===== config.mk =====
export PLATFORM = sky130hd
export DESIGN_NAME = memory_arbiter
export DESIGN_NICKNAME = d
export VERILOG_FILES = /design/src/rtl/memory_arbiter_pkg.sv /design/src/rtl/memory_arbiter_rr_picker2.sv /design/src/rtl/memory_arbiter.sv
export SDC_FILE = /design/constraint.sdc
export NUM_CORES = 1
export LEC_CHECK = 0
export ABC_AREA = 0
export BUFFER_PORTS_ARGS = -buffer_cell sky130_fd_sc_hd__buf_2
export CAP_MARGIN = 10
export CORE_MARGIN = 4
export CORE_UTILIZATION = 44
export CTS_CLUSTER_SIZE = 10
export DETAILED_ROUTE_END_ITERATION = 7
export HOLD_SLACK_MARGIN = 0.15
export PLACE_DENSITY = 0.81
export SYNTH_ARGS = -nofsm -noshare
export SYNTH_HDL_FRONTEND = slang
export SYNTH_HIERARCHICAL = 1
export SYNTH_SLANG_ARGS = --single-unit

===== constraint.sdc =====
create_clock -name clk -period 4.8 [get_ports clk]
set_clock_uncertainty 0.05 [all_clocks]
set_input_delay 0.72 -clock clk [delete_from_list [all_inputs] [get_ports clk]]
set_output_delay 0.72 -clock clk [all_outputs]
set_load 0.1 [all_outputs]

===== src/rtl/memory_arbiter_pkg.sv =====
// Shared types and defaults for the two-requester memory arbiter.
package memory_arbiter_pkg;

  localparam int unsigned NUM_REQ                = 2;
  localparam int unsigned DEFAULT_TIMEOUT_CYCLES = 64;
  localparam logic [31:0] DEFAULT_ERR_DATA       = 32'hdeadbeef;

  typedef enum logic [1:0] {
    IDLE,
    WRITE,
    READ,
    DONE
  } state_e;

endpackage


===== src/rtl/memory_arbiter_rr_picker2.sv =====
// Combinational round-robin select between two requesters.
module rr_picker2 (
  input  logic [1:0] valid_i,
  input  logic       last_i,
  output logic       any_o,
  output logic       grant_o
);

  // On contention the requester not granted last wins; otherwise the lone one.
  assign any_o   = |valid_i;
  assign grant_o = (&valid_i) ? ~last_i : valid_i[1];

endmodule


===== src/rtl/memory_arbiter.sv =====
// Two-requester round-robin arbiter driving a split write/read memory port,
// one op outstanding at a time, with a per-op ready timeout.
module memory_arbiter
  import memory_arbiter_pkg::*;
#(
  parameter int unsigned TIMEOUT_CYCLES = DEFAULT_TIMEOUT_CYCLES,
  parameter logic [31:0] ERR_DATA       = DEFAULT_ERR_DATA
) (
  input  logic        clk,
  input  logic        reset,
  input  logic [1:0]  rq_valid,
  input  logic [1:0]  rq_write,
  input  logic [31:0] rq_addr0,
  input  logic [31:0] rq_addr1,
  input  logic [31:0] rq_wdata0,
  input  logic [31:0] rq_wdata1,
  output logic [1:0]  rq_ready,
  output logic [31:0] rq_rdata,
  output logic [31:0] in_addr,
  output logic [31:0] in_data,
  output logic        in_valid,
  input  logic        in_ready,
  output logic [31:0] out_addr,
  output logic        out_valid,
  input  logic        out_ready,
  input  logic [31:0] out_data,
  output logic        err
);

  localparam int unsigned CNT_W = $clog2(TIMEOUT_CYCLES + 1);
  localparam logic [CNT_W-1:0] CNT_LAST = CNT_W'(TIMEOUT_CYCLES - 1);

  state_e            state_q, state_d;
  logic              grant_q, grant_d;   // current / last granted requester
  logic [31:0]       addr_q, addr_d;
  logic [31:0]       wdata_q, wdata_d;
  logic [31:0]       rdata_q, rdata_d;
  logic [CNT_W-1:0]  cnt_q, cnt_d;
  logic              err_q, err_d;

  logic pick_any;
  logic pick;

  rr_picker2 u_picker (
    .valid_i (rq_valid),
    .last_i  (grant_q),
    .any_o   (pick_any),
    .grant_o (pick)
  );

  // NOTE: every variable gets a default before the case so no path infers a latch.
  always_comb begin
    state_d = state_q;
    grant_d = grant_q;
    addr_d  = addr_q;
    wdata_d = wdata_q;
    rdata_d = rdata_q;
    cnt_d   = cnt_q;
    err_d   = err_q;
    unique case (state_q)
      IDLE: begin
        if (pick_any) begin
          grant_d = pick;
          addr_d  = pick ? rq_addr1 : rq_addr0;
          wdata_d = pick ? rq_wdata1 : rq_wdata0;
          rdata_d = '0;
          cnt_d   = '0;
          state_d = rq_write[pick] ? WRITE : READ;
        end
      end
      WRITE: begin
        if (in_ready) begin
          state_d = DONE;
        end else if (cnt_q == CNT_LAST) begin
          err_d   = 1'b1;
          state_d = DONE;
        end else begin
          cnt_d = cnt_q + CNT_W'(1);
        end
      end
      READ: begin
        if (out_ready) begin
          rdata_d = out_data;
          state_d = DONE;
        end else if (cnt_q == CNT_LAST) begin
          rdata_d = ERR_DATA;
          err_d   = 1'b1;
          state_d = DONE;
        end else begin
          cnt_d = cnt_q + CNT_W'(1);
        end
      end
      DONE:    state_d = IDLE;
      default: state_d = IDLE;
    endcase
  end

  // NOTE: state registers use non-blocking assignment so all flops update together.
  always_ff @(posedge clk or posedge reset) begin
    if (reset) begin
      state_q <= IDLE;
      grant_q <= 1'b1;
      addr_q  <= '0;
      wdata_q <= '0;
      rdata_q <= '0;
      cnt_q   <= '0;
      err_q   <= 1'b0;
    end else begin
      state_q <= state_d;
      grant_q <= grant_d;
      addr_q  <= addr_d;
      wdata_q <= wdata_d;
      rdata_q <= rdata_d;
      cnt_q   <= cnt_d;
      err_q   <= err_d;
    end
  end

  // Address/data come straight from the latched registers, so they hold for the whole op.
  assign in_addr   = addr_q;
  assign in_data   = wdata_q;
  assign out_addr  = addr_q;
  assign in_valid  = (state_q == WRITE);
  assign out_valid = (state_q == READ);
  assign rq_ready  = (state_q == DONE) ? (grant_q ? 2'b10 : 2'b01) : 2'b00;
  assign rq_rdata  = rdata_q;
  assign err       = err_q;

endmodule


==> flow_summary.html, run 1 <==
<table>
<tr><th>Metric</th><th>Value</th></tr>
<tr><th colspan="2">Global routing</th></tr>
<tr><td>GRT overflow</td><td>0</td></tr>
<tr><td>Total GRT Usage</td><td>0.1910</td></tr>
<tr><td>Initial antenna violation count</td><td>0</td></tr>
<tr><td>Pin count of the biggest net entering global routing</td><td>80</td></tr>
<tr><td>Global-route wire length before repair</td><td>between 20000 and 25000 um</td></tr>
<tr><td>Vias in the first global route</td><td>approximately 4.2k</td></tr>
<tr><th colspan="2">Cells and area</th></tr>
<tr><td>Nets</td><td>a little under 900</td></tr>
<tr><td>Share of post-route cells with drive strength above 1</td><td>0.4603</td></tr>
<tr><td>Final Instance Area</td><td>a little under 7000 um^2</td></tr>
<tr><td>ANT cells</td><td>0</td></tr>
<tr><td>Area grow syn2layout</td><td>32.06%</td></tr>
<tr><th colspan="2">Clocking</th></tr>
<tr><td>Root buffer cell</td><td>clkbuf_16</td></tr>
<tr><td>Bufs on Longest Clock Path</td><td>2</td></tr>
<tr><td>Insertion delay to the later sink of the worst-skew pair</td><td>0.33 ns</td></tr>
<tr><td>Clock tree sinks</td><td>roughly 110</td></tr>
<tr><td>Htree depth</td><td>3</td></tr>
<tr><td>Number of buffers added for setup after CTS</td><td>0</td></tr>
<tr><td>Number of buffers inserted during clock tree synthesis</td><td>9</td></tr>
<tr><td>Number of buffers inserted for hold repair after clock tree synthesis</td><td>0</td></tr>
<tr><td>CTS tree</td><td>done</td></tr>
<tr><td>Clock input transition at the sequential cells of the worst setup and hold paths</td><td>0.07 ns</td></tr>
<tr><td>Total of cells resized after clock tree synthesis</td><td>0</td></tr>
<tr><th colspan="2">Yosys</th></tr>
<tr><td>Distinct cells, synth</td><td>42</td></tr>
<tr><td>Mean instance size in the synthesized netlist</td><td>~11 um^2</td></tr>
<tr><td>Number of cells produced by synthesis</td><td>about 460</td></tr>
<tr><td>Synthesized Nets</td><td>636</td></tr>
<tr><td>Synth warn</td><td>6</td></tr>
<tr><td>Sequential area share after synthesis</td><td>0.5244</td></tr>
<tr><td>Mapped Area</td><td>about 5100 um^2</td></tr>
<tr><td>Synth Register Bits</td><td>between 100 and 150</td></tr>
<tr><th colspan="2">Place</th></tr>
<tr><td>Area of placed instances</td><td>approximately 6400 um^2</td></tr>
<tr><td>Number of buffers inserted by port buffering</td><td>300</td></tr>
<tr><td>Pre-CTS setup slack</td><td>roughly 2.1 ns</td></tr>
<tr><td>RePlAce Congestion</td><td>0.8047</td></tr>
<tr><td>Final HPWL DP</td><td>between 10000 and 15000 um</td></tr>
<tr><th colspan="2">STA</th></tr>
<tr><td>Worst-case setup margin in the final layout</td><td>2.242 ns</td></tr>
<tr><td>Sum of negative setup slack</td><td>0 ns</td></tr>
<tr><td>Final number of hold-violating endpoints</td><td>0</td></tr>
<tr><td>Setup repair after global routing missed its margin</td><td>no</td></tr>
<tr><td>Minimum clock period</td><td>roughly 2.6 ns</td></tr>
<tr><td>Count of endpoints failing setup in the final report</td><td>0</td></tr>
<tr><td>Hold Worst Slack</td><td>0.4380 ns</td></tr>
<tr><td>Actual transition at the worst max-transition pin</td><td>around 1.1 ns</td></tr>
<tr><td>Max Fclk</td><td>390.9 MHz</td></tr>
<tr><td>Worst-case headroom to the max-slew limit</td><td>0.2500</td></tr>
<tr><td>Final Cycle Share</td><td>0.5329</td></tr>
<tr><td>Final Slew Violations</td><td>0</td></tr>
<tr><th colspan="2">Floorplan</th></tr>
<tr><td>Row count</td><td>39</td></tr>
<tr><td>Standard cell core area</td><td>between 10000 and 15000 um^2</td></tr>
<tr><td>Starting utilization of the core area</td><td>0.4493</td></tr>
<tr><td>Die Span Y</td><td>roughly 120 um</td></tr>
<tr><td>Floorplan die width</td><td>~120 um</td></tr>
<tr><td>Number of primary I/O pins</td><td>about 300</td></tr>
<tr><td>Total die area</td><td>13400 um^2</td></tr>
<tr><th colspan="2">Worst setup path</th></tr>
<tr><td>CP Launch Type</td><td>flop</td></tr>
<tr><td>Required time at the worst-slack endpoint</td><td>5.01 ns</td></tr>
<tr><td>Reg-to-reg startpoint</td><td>state_q[0]</td></tr>
<tr><td>Reg2Reg Capture Point</td><td>grant_q</td></tr>
<tr><td>Data arrival time of the critical path</td><td>between 2 and 3 ns</td></tr>
<tr><td>Critical path peak fanout</td><td>79</td></tr>
<tr><td>WS Path Type</td><td>reg2reg</td></tr>
<tr><td>Crit path capture</td><td>grant_q</td></tr>
<tr><td>Beginning of the critical path</td><td>state_q[0]</td></tr>
<tr><td>Critical Path Sink Type</td><td>flop</td></tr>
<tr><td>Length in cells of the worst reg-to-reg path</td><td>5</td></tr>
<tr><td>Slack of the worst reg-to-reg path</td><td>between 2 and 2.5 ns</td></tr>
<tr><th colspan="2">Routing</th></tr>
<tr><td>Wire length reported by the detailed router</td><td>~14000 um</td></tr>
<tr><td>Post-route DRC violation count</td><td>0</td></tr>
<tr><td>Iteration-0 DRC Markers</td><td>232</td></tr>
<tr><td>Total number of vias</td><td>around 4.4k</td></tr>
<tr><td>Detail-routed net length per standard cell</td><td>16.19 um</td></tr>
<tr><td>Count of nets left with antenna violations after detail routing</td><td>0</td></tr>
<tr><td>TritonRoute pass-1 iters</td><td>4</td></tr>
<tr><td>Vias per cell</td><td>a little over 5</td></tr>
<tr><th colspan="2">Min path</th></tr>
<tr><td>Hold/Removal Path Class</td><td>reg2reg</td></tr>
<tr><td>Startpoint of the most critical hold path</td><td>err</td></tr>
<tr><th colspan="2">Job</th></tr>
<tr><td>Max cap viols</td><td>0</td></tr>
<tr><th colspan="2">Run status</th></tr>
<tr><td>Result of the run</td><td>completed</td></tr>
</table>
## registers in the layout (all words and copies together) (netlist names)
register / cells
in_addr: 32
in_data: 32
rq_rdata: 32
cnt_q: 7
state_q: 2
err: 1
grant_q: 1
## final cells by class
class                           instances  area [um^2]
Fill cell                             933         4623
Sequential cell                       107         2679
Multi-Input combinational cell        286         2008
Timing Repair Buffer                  304         1544
Clock buffer                           11        232.7
Tap cell                              143        178.9
Clock inverter                          5        86.33
Inverter                                4        17.52
## cell usage in the layout, fill, tap and decap left out, drive strengths merged, types with 2 or more instances in the layout
master | Yosys | routed
clkbuf | 11 | 11
a22o | 8 | 8
nand3b | 2 | 2
nand2b | 5 | 5
a21oi | 65 | 65
a21boi | 3 | 3
dfrtp | 106 | 106
ha | 6 | 6
a22oi | 2 | 2
and2 | 2 | 2
nand3 | 2 | 2
o31ai | 4 | 4
nor3b | 2 | 2
a221o | 24 | 24
inv | 4 | 5
o21ai | 6 | 6
clkinvlp | 0 | 2
nor2b | 3 | 3
bufinv | 0 | 2
mux2i | 67 | 67
nand2 | 5 | 5
nor2 | 66 | 66
or4 | 2 | 2
buf | 54 | 304
## logic make-up (layout without fill, tap and decap cells)
| logic type | after synthesis | in the layout | synth area share |
|---|---|---|---|
| AOI/OAI and AO/OA | 115 | 115 | 0.1516 |
| and+or+nand+nor | 97 | 97 | 0.09062 |
| DFF | 107 | 107 | 0.5244 |
| muxes | 68 | 68 | 0.1335 |
| adders and majority gates | 6 | 6 | 0.01469 |
| buffers and inverters | 69 | 324 | 0.08523 |
## routing by layer
| layer | share of wire | GRT usage |
|---|---|---|
| met1 | 0.39 | 0.2386 |
| met2 | 0.51 | 0.3410 |
| met3 | 0.086 | 0.03864 |
| met4 | 0.0085 | 0.04718 |
| met5 | 0 | 0 |
## worst max-delay path: stages (launching register included)
cell and delay, ns:
dfrtp_1 0.45, inv_1 0.11, ha_1 0.28, and2_4 0.51
buf_4 0.66, mux2_2 0.41
## cell usage after synthesis (all sizes together)
library cell	instances	area, um^2
a21boi	3	22.52
a21oi	65	325.3
a221o	24	240.2
a22o	8	70.07
a22oi	2	20.02
a32oi	1	8.760
and2	2	12.52
and3	1	6.260
and3b	1	10.01
and4	1	11.26
and4b	1	10.01
buf	54	379.1
clkbuf	11	41.29
dfrtp	106	2653
dfstp	1	26.28
ha	6	75.07
inv	4	15.01
mux2	1	11.26
mux2i	67	670.6
nand2	5	18.77
nand2b	5	31.28
nand3	2	10.01
nand3b	2	18.77
nor2	66	247.7
nor2b	3	18.77
nor3b	2	20.02
nor4	1	6.260
o21ai	6	30.03
o21bai	1	7.510
o22ai	1	20.02
o31ai	4	30.03
or2	1	6.260
or3b	1	8.760
or4	2	15.01
or4bb	1	11.26
## how the worst min path moves through the flow
stage	endpoint	cells after the start
after global placement	err	1
after detailed placement	err	1
final	err	1
after global routing	rq_rdata[29]	1
after floorplan	cnt_q[0]	1
after CTS	err	1
## per-stage QoR
stage,utilization,instances
after detailed placement,0.5653,844
after floorplan,-,462
after global routing,0.5934,860
after global placement,0.5653,844
after CTS,0.5934,860
final,0.5934,860
Power of run 1 is not shown: default switching activity piles up to over one toggle a cycle in this logic, so the estimate is an artifact.
==> run 2, diff against run 1 <==
Settings changed: ABC_AREA 0 to 1, CORE_UTILIZATION 44 to 45.
Clock period 4.8 ns to 2.5 ns, I/O delays scaled along.
==> run 2 against run 1 <==
Effect of this change:
- hold slack worse by 0.23 ns
- core utilization up 2.0 points
- non-clock buffer count rose by 7
- highest routed layer unchanged
==> flow_summary.html, run 2 <==
<table>
<tr><th>Metric</th><th>Value</th></tr>
<tr><th colspan="2">Floorplan</th></tr>
<tr><td>Total die area</td><td>13870 um^2 (+3.5%)</td></tr>
<tr><td>Row count</td><td>39 (unchanged)</td></tr>
<tr><td>Starting utilization of the core area</td><td>0.4670 (+0.01771)</td></tr>
<tr><td>Standard cell core area</td><td>11610 um^2 (+2.1%)</td></tr>
<tr><td>Number of primary I/O pins</td><td>301 (unchanged)</td></tr>
<tr><td>Die Span Y</td><td>117.8 um (+1.8%)</td></tr>
<tr><td>Floorplan die width</td><td>117.8 um (+1.8%)</td></tr>
<tr><th colspan="2">Routing</th></tr>
<tr><td>Detail-routed net length per standard cell</td><td>15.65 um (-3.3%)</td></tr>
<tr><td>Highest routed metal layer</td><td>met4</td></tr>
<tr><td>Count of nets left with antenna violations after detail routing</td><td>0 (unchanged)</td></tr>
<tr><td>Total number of vias</td><td>5241 (+20%)</td></tr>
<tr><td>Total routed wire length on the met1 layer</td><td>6499 um (+19%)</td></tr>
<tr><td>Vias per cell</td><td>5.083 (+0.48%)</td></tr>
<tr><td>Met2 wire length</td><td>8192 um (+15%)</td></tr>
<tr><td>Post-route DRC violation count</td><td>0 (unchanged)</td></tr>
<tr><td>Detailed-routed wire length on met3</td><td>1034 um (-14%)</td></tr>
<tr><td>Wire length reported by the detailed router</td><td>16140 um (+16%)</td></tr>
<tr><td>TritonRoute pass-1 iters</td><td>4 (unchanged)</td></tr>
<tr><td>Iteration-0 DRC Markers</td><td>343 (+48%)</td></tr>
<tr><th colspan="2">Cells and area</th></tr>
<tr><td>Nets</td><td>1057 (+19%)</td></tr>
<tr><td>Commonest non-fill, non-tap cell in the layout</td><td>buf_2</td></tr>
<tr><td># fillers</td><td>1047 (+12%)</td></tr>
<tr><td>Share of post-route cells with drive strength above 1</td><td>0.4561 (-0.004170)</td></tr>
<tr><td>Most frequent cells in the layout</td><td>buf_2 (299), a21oi_1 (128), dfrtp_1 (106)</td></tr>
<tr><td>ANT cells</td><td>0 (unchanged)</td></tr>
<tr><td>Area grow syn2layout</td><td>31.42%</td></tr>
<tr><th colspan="2">STA</th></tr>
<tr><td>Minimum clock period</td><td>2.076 ns</td></tr>
<tr><td>Count of endpoints failing setup in the final report</td><td>0 (unchanged)</td></tr>
<tr><td>Final Slew Violations</td><td>0 (unchanged)</td></tr>
<tr><td>Actual transition at the worst max-transition pin</td><td>0.6939 ns (-0.4311 ns)</td></tr>
<tr><td>Max Fclk</td><td>481.6 MHz</td></tr>
<tr><td>Final Cycle Share</td><td>0.8305</td></tr>
<tr><td>Worst-case headroom to the max-slew limit</td><td>0.5374 (+0.2874)</td></tr>
<tr><td>Sum of negative setup slack</td><td>0 ns (unchanged)</td></tr>
<tr><td>Final number of hold-violating endpoints</td><td>0 (unchanged)</td></tr>
<tr><td>Setup repair after global routing missed its margin</td><td>no</td></tr>
<tr><th colspan="2">Global routing</th></tr>
<tr><td>Vias in the first global route</td><td>5061 (+21%)</td></tr>
<tr><td>Global-route wire length before repair</td><td>25730 um (+27%)</td></tr>
<tr><td>GRT overflow</td><td>0 (unchanged)</td></tr>
<tr><td>Pin count of the biggest net entering global routing</td><td>66 (-18%)</td></tr>
<tr><td>Total GRT Usage</td><td>0.2258 (+0.03476)</td></tr>
<tr><td>Initial antenna violation count</td><td>0 (unchanged)</td></tr>
<tr><th colspan="2">Yosys</th></tr>
<tr><td>Distinct cells, synth</td><td>29 (-31%)</td></tr>
<tr><td>Post-synthesis share of cell area spent on full adders, half adders and majority gates</td><td>0.01384 (-0.0008542)</td></tr>
<tr><td>Synth Flop Type</td><td>dfrtp_1</td></tr>
<tr><td>Fraction of registers with async set/reset</td><td>1.000 (unchanged)</td></tr>
<tr><td>Synth top area cells</td><td>dfrtp_1 (49%), a21oi_1 (12%), nand2_1 (7.1%)</td></tr>
<tr><td>Main combinational cell family by area after synthesis</td><td>compound AO/OA/AOI/OAI gates</td></tr>
<tr><td>Portion of netlist area occupied by mux cells</td><td>0 (-0.1335)</td></tr>
<tr><td>Cell type with the highest aggregate area in the netlist</td><td>dfrtp_1</td></tr>
<tr><td>Simple logic cell fraction of the synthesized area</td><td>0.1862 (+0.09554)</td></tr>
<tr><td>Synthesized Nets</td><td>807 (+27%)</td></tr>
<tr><td>Area fraction in compound gates after synthesis</td><td>0.2053 (+0.05370)</td></tr>
<tr><td>Synth top area share</td><td>0.4890 (-0.03018)</td></tr>
<tr><td>Sequential area share after synthesis</td><td>0.4939 (-0.03048)</td></tr>
<tr><td>Number of cells produced by synthesis</td><td>633 (+37%)</td></tr>
<tr><td>Most instantiated library cell after synthesis</td><td>a21oi_1</td></tr>
<tr><td>Xor/xnor cell area share of the yosys netlist</td><td>0.003230 (+0.003230)</td></tr>
<tr><td>Count of flip-flops with a built-in enable after synthesis</td><td>0 (unchanged)</td></tr>
<tr><td>Cell types with the highest counts after synthesis</td><td>a21oi_1 (129), dfrtp_1 (106), nand2_1 (102), nor2_1 (74), o21ai_2 (33)</td></tr>
<tr><td>Mean instance size in the synthesized netlist</td><td>8.569 um^2 (-23%)</td></tr>
<tr><td>Synth Register Bits</td><td>107 (unchanged)</td></tr>
<tr><td>Synth warn</td><td>6 (unchanged)</td></tr>
<tr><td>Mapped Area</td><td>5424 um^2 (+6.2%)</td></tr>
<tr><th colspan="2">Worst setup path</th></tr>
<tr><td>Critical path peak fanout</td><td>37 (-53%)</td></tr>
<tr><td>Required time at the worst-slack endpoint</td><td>2.08 ns (-2.93 ns)</td></tr>
<tr><td>Critical Path Sink Type</td><td>output port</td></tr>
<tr><td>Sequence of cells on the critical path</td><td>inv_1 &gt; ha_1 &gt; buf_4 &gt; buf_12</td></tr>
<tr><td>CP Launch Type</td><td>flop</td></tr>
<tr><td>Buffer and inverter count on the worst path</td><td>3 (+1)</td></tr>
<tr><td>Cell with the largest stage delay on the worst path</td><td>dfrtp_1</td></tr>
<tr><td>Top Family by Delay on Critical Path</td><td>buffers and inverters</td></tr>
<tr><td>Data arrival time of the critical path</td><td>1.65 ns (-1.12 ns)</td></tr>
<tr><td>Max stage delay on crit path</td><td>0.44 ns (-0.22 ns)</td></tr>
<tr><td>WS Path Type</td><td>reg2out</td></tr>
<tr><th colspan="2">Clocking</th></tr>
<tr><td>Bufs on Longest Clock Path</td><td>2 (unchanged)</td></tr>
<tr><td>Total of cells resized after clock tree synthesis</td><td>0 (unchanged)</td></tr>
<tr><td>Insertion delay to the later sink of the worst-skew pair</td><td>0.33 ns (about the same)</td></tr>
<tr><td>Clock input transition at the sequential cells of the worst setup and hold paths</td><td>0.07 ns (about the same)</td></tr>
<tr><td>Number of buffers inserted during clock tree synthesis</td><td>9 (unchanged)</td></tr>
<tr><td>Htree depth</td><td>3 (unchanged)</td></tr>
<tr><td>Number of buffers inserted for hold repair after clock tree synthesis</td><td>0 (unchanged)</td></tr>
<tr><td>Number of buffers added for setup after CTS</td><td>0 (unchanged)</td></tr>
<tr><td>Clock tree sinks</td><td>107 (unchanged)</td></tr>
<tr><td>CTS tree</td><td>done</td></tr>
<tr><td>Root buffer cell</td><td>clkbuf_16</td></tr>
<tr><th colspan="2">Place</th></tr>
<tr><td>Number of buffers inserted by port buffering</td><td>300 (unchanged)</td></tr>
<tr><td>Final HPWL DP</td><td>12050 um (+12%)</td></tr>
<tr><td>RePlAce Congestion</td><td>0.8950 (+11%)</td></tr>
<tr><th colspan="2">Min path</th></tr>
<tr><td>Hold/Removal Path Class</td><td>in2async</td></tr>
<tr><th colspan="2">Job</th></tr>
<tr><td>Max cap viols</td><td>0 (unchanged)</td></tr>
<tr><th colspan="2">Run status</th></tr>
<tr><td>Result of the run</td><td>completed</td></tr>
</table>
[run 2: cell count changes after synthesis, sizes merged, moves of 16 or more]
cell   before  now
o21ai       6   63
a221o      24    0
mux2i      67    0
nand2       5  136
inv         4   20
a21oi      65  129
[run 2: cell type report]
type,instances,area (um^2),share of cell area
clock inverters,5,85.08,0.01194
well taps,143,178.9,0.02510
flip-flops and latches,107,2679,0.3758
multi-input cells,434,2227,0.3124
inverters,20,78.83,0.01106
repair buffers,311,1637,0.2296
clock buffers,11,242.7,0.03405
[run 2: through the flow]
stage / hold slack, ns / instance area, um^2 / setup WS, ns / utilization / std cells
after global placement: 0.4026 / 6800 / 0.6193 / 0.5855 / 1015
final: 0.2051 / 7128 / 0.4237 / 0.6138 / 1031
after global routing: 0.2141 / 7128 / 0.3203 / 0.6138 / 1031
after detailed placement: 0.3988 / 6800 / 0.5526 / 0.5855 / 1015
after CTS: 0.2116 / 7128 / 0.4036 / 0.6138 / 1031
after floorplan: 0.4324 / 5428 / 0.1125 / - / 633
[run 2: path summary, 6_finish.rpt]
| kind | end | slack, ns | from | cells past startpoint |
|---|---|---|---|---|
| worst max-delay path | out_valid | 0.42 | state_q[0] | 4 |
| worst min-delay path | in_addr[20] | 0.21 | reset | 3 |
| worst max register to register | rq_rdata[12] | 0.55 | state_q[0] | 8 |
| worst min register to register | err | 0.41 | err | 2 |
| max in group asynchronous | in_addr[7] | 1.72 | reset | 3 |
| min in group clk | in_data[28] | 0.22 | rq_wdata1[28] | 3 |
[run 2: cell families (layout without fill, tap and decap cells)]
kind of cell             Yosys count  after routing
adder cells (fa/ha/maj)            6              6
XOR/XNOR                           2              2
buffers and inverters             92            347
flip-flops                       107            107
AO/OA/AOI/OAI                    196            196
AND/OR/NAND/NOR                  230            230
[run 2: worst min-delay path, delay by kind of cell]
kind	cells	cell delay (ns)
buf+inv	3	0.71
[run 2: metal layers]
metal / GRT usage / vias to the layer above
met3: 0.04853 / 30
met2: 0.3920 / 211
li1: - / 2548
met1: 0.2810 / 2452
met5: 0 / -
met4: 0.07179 / 0
Power of run 2 is left out for the same reason.
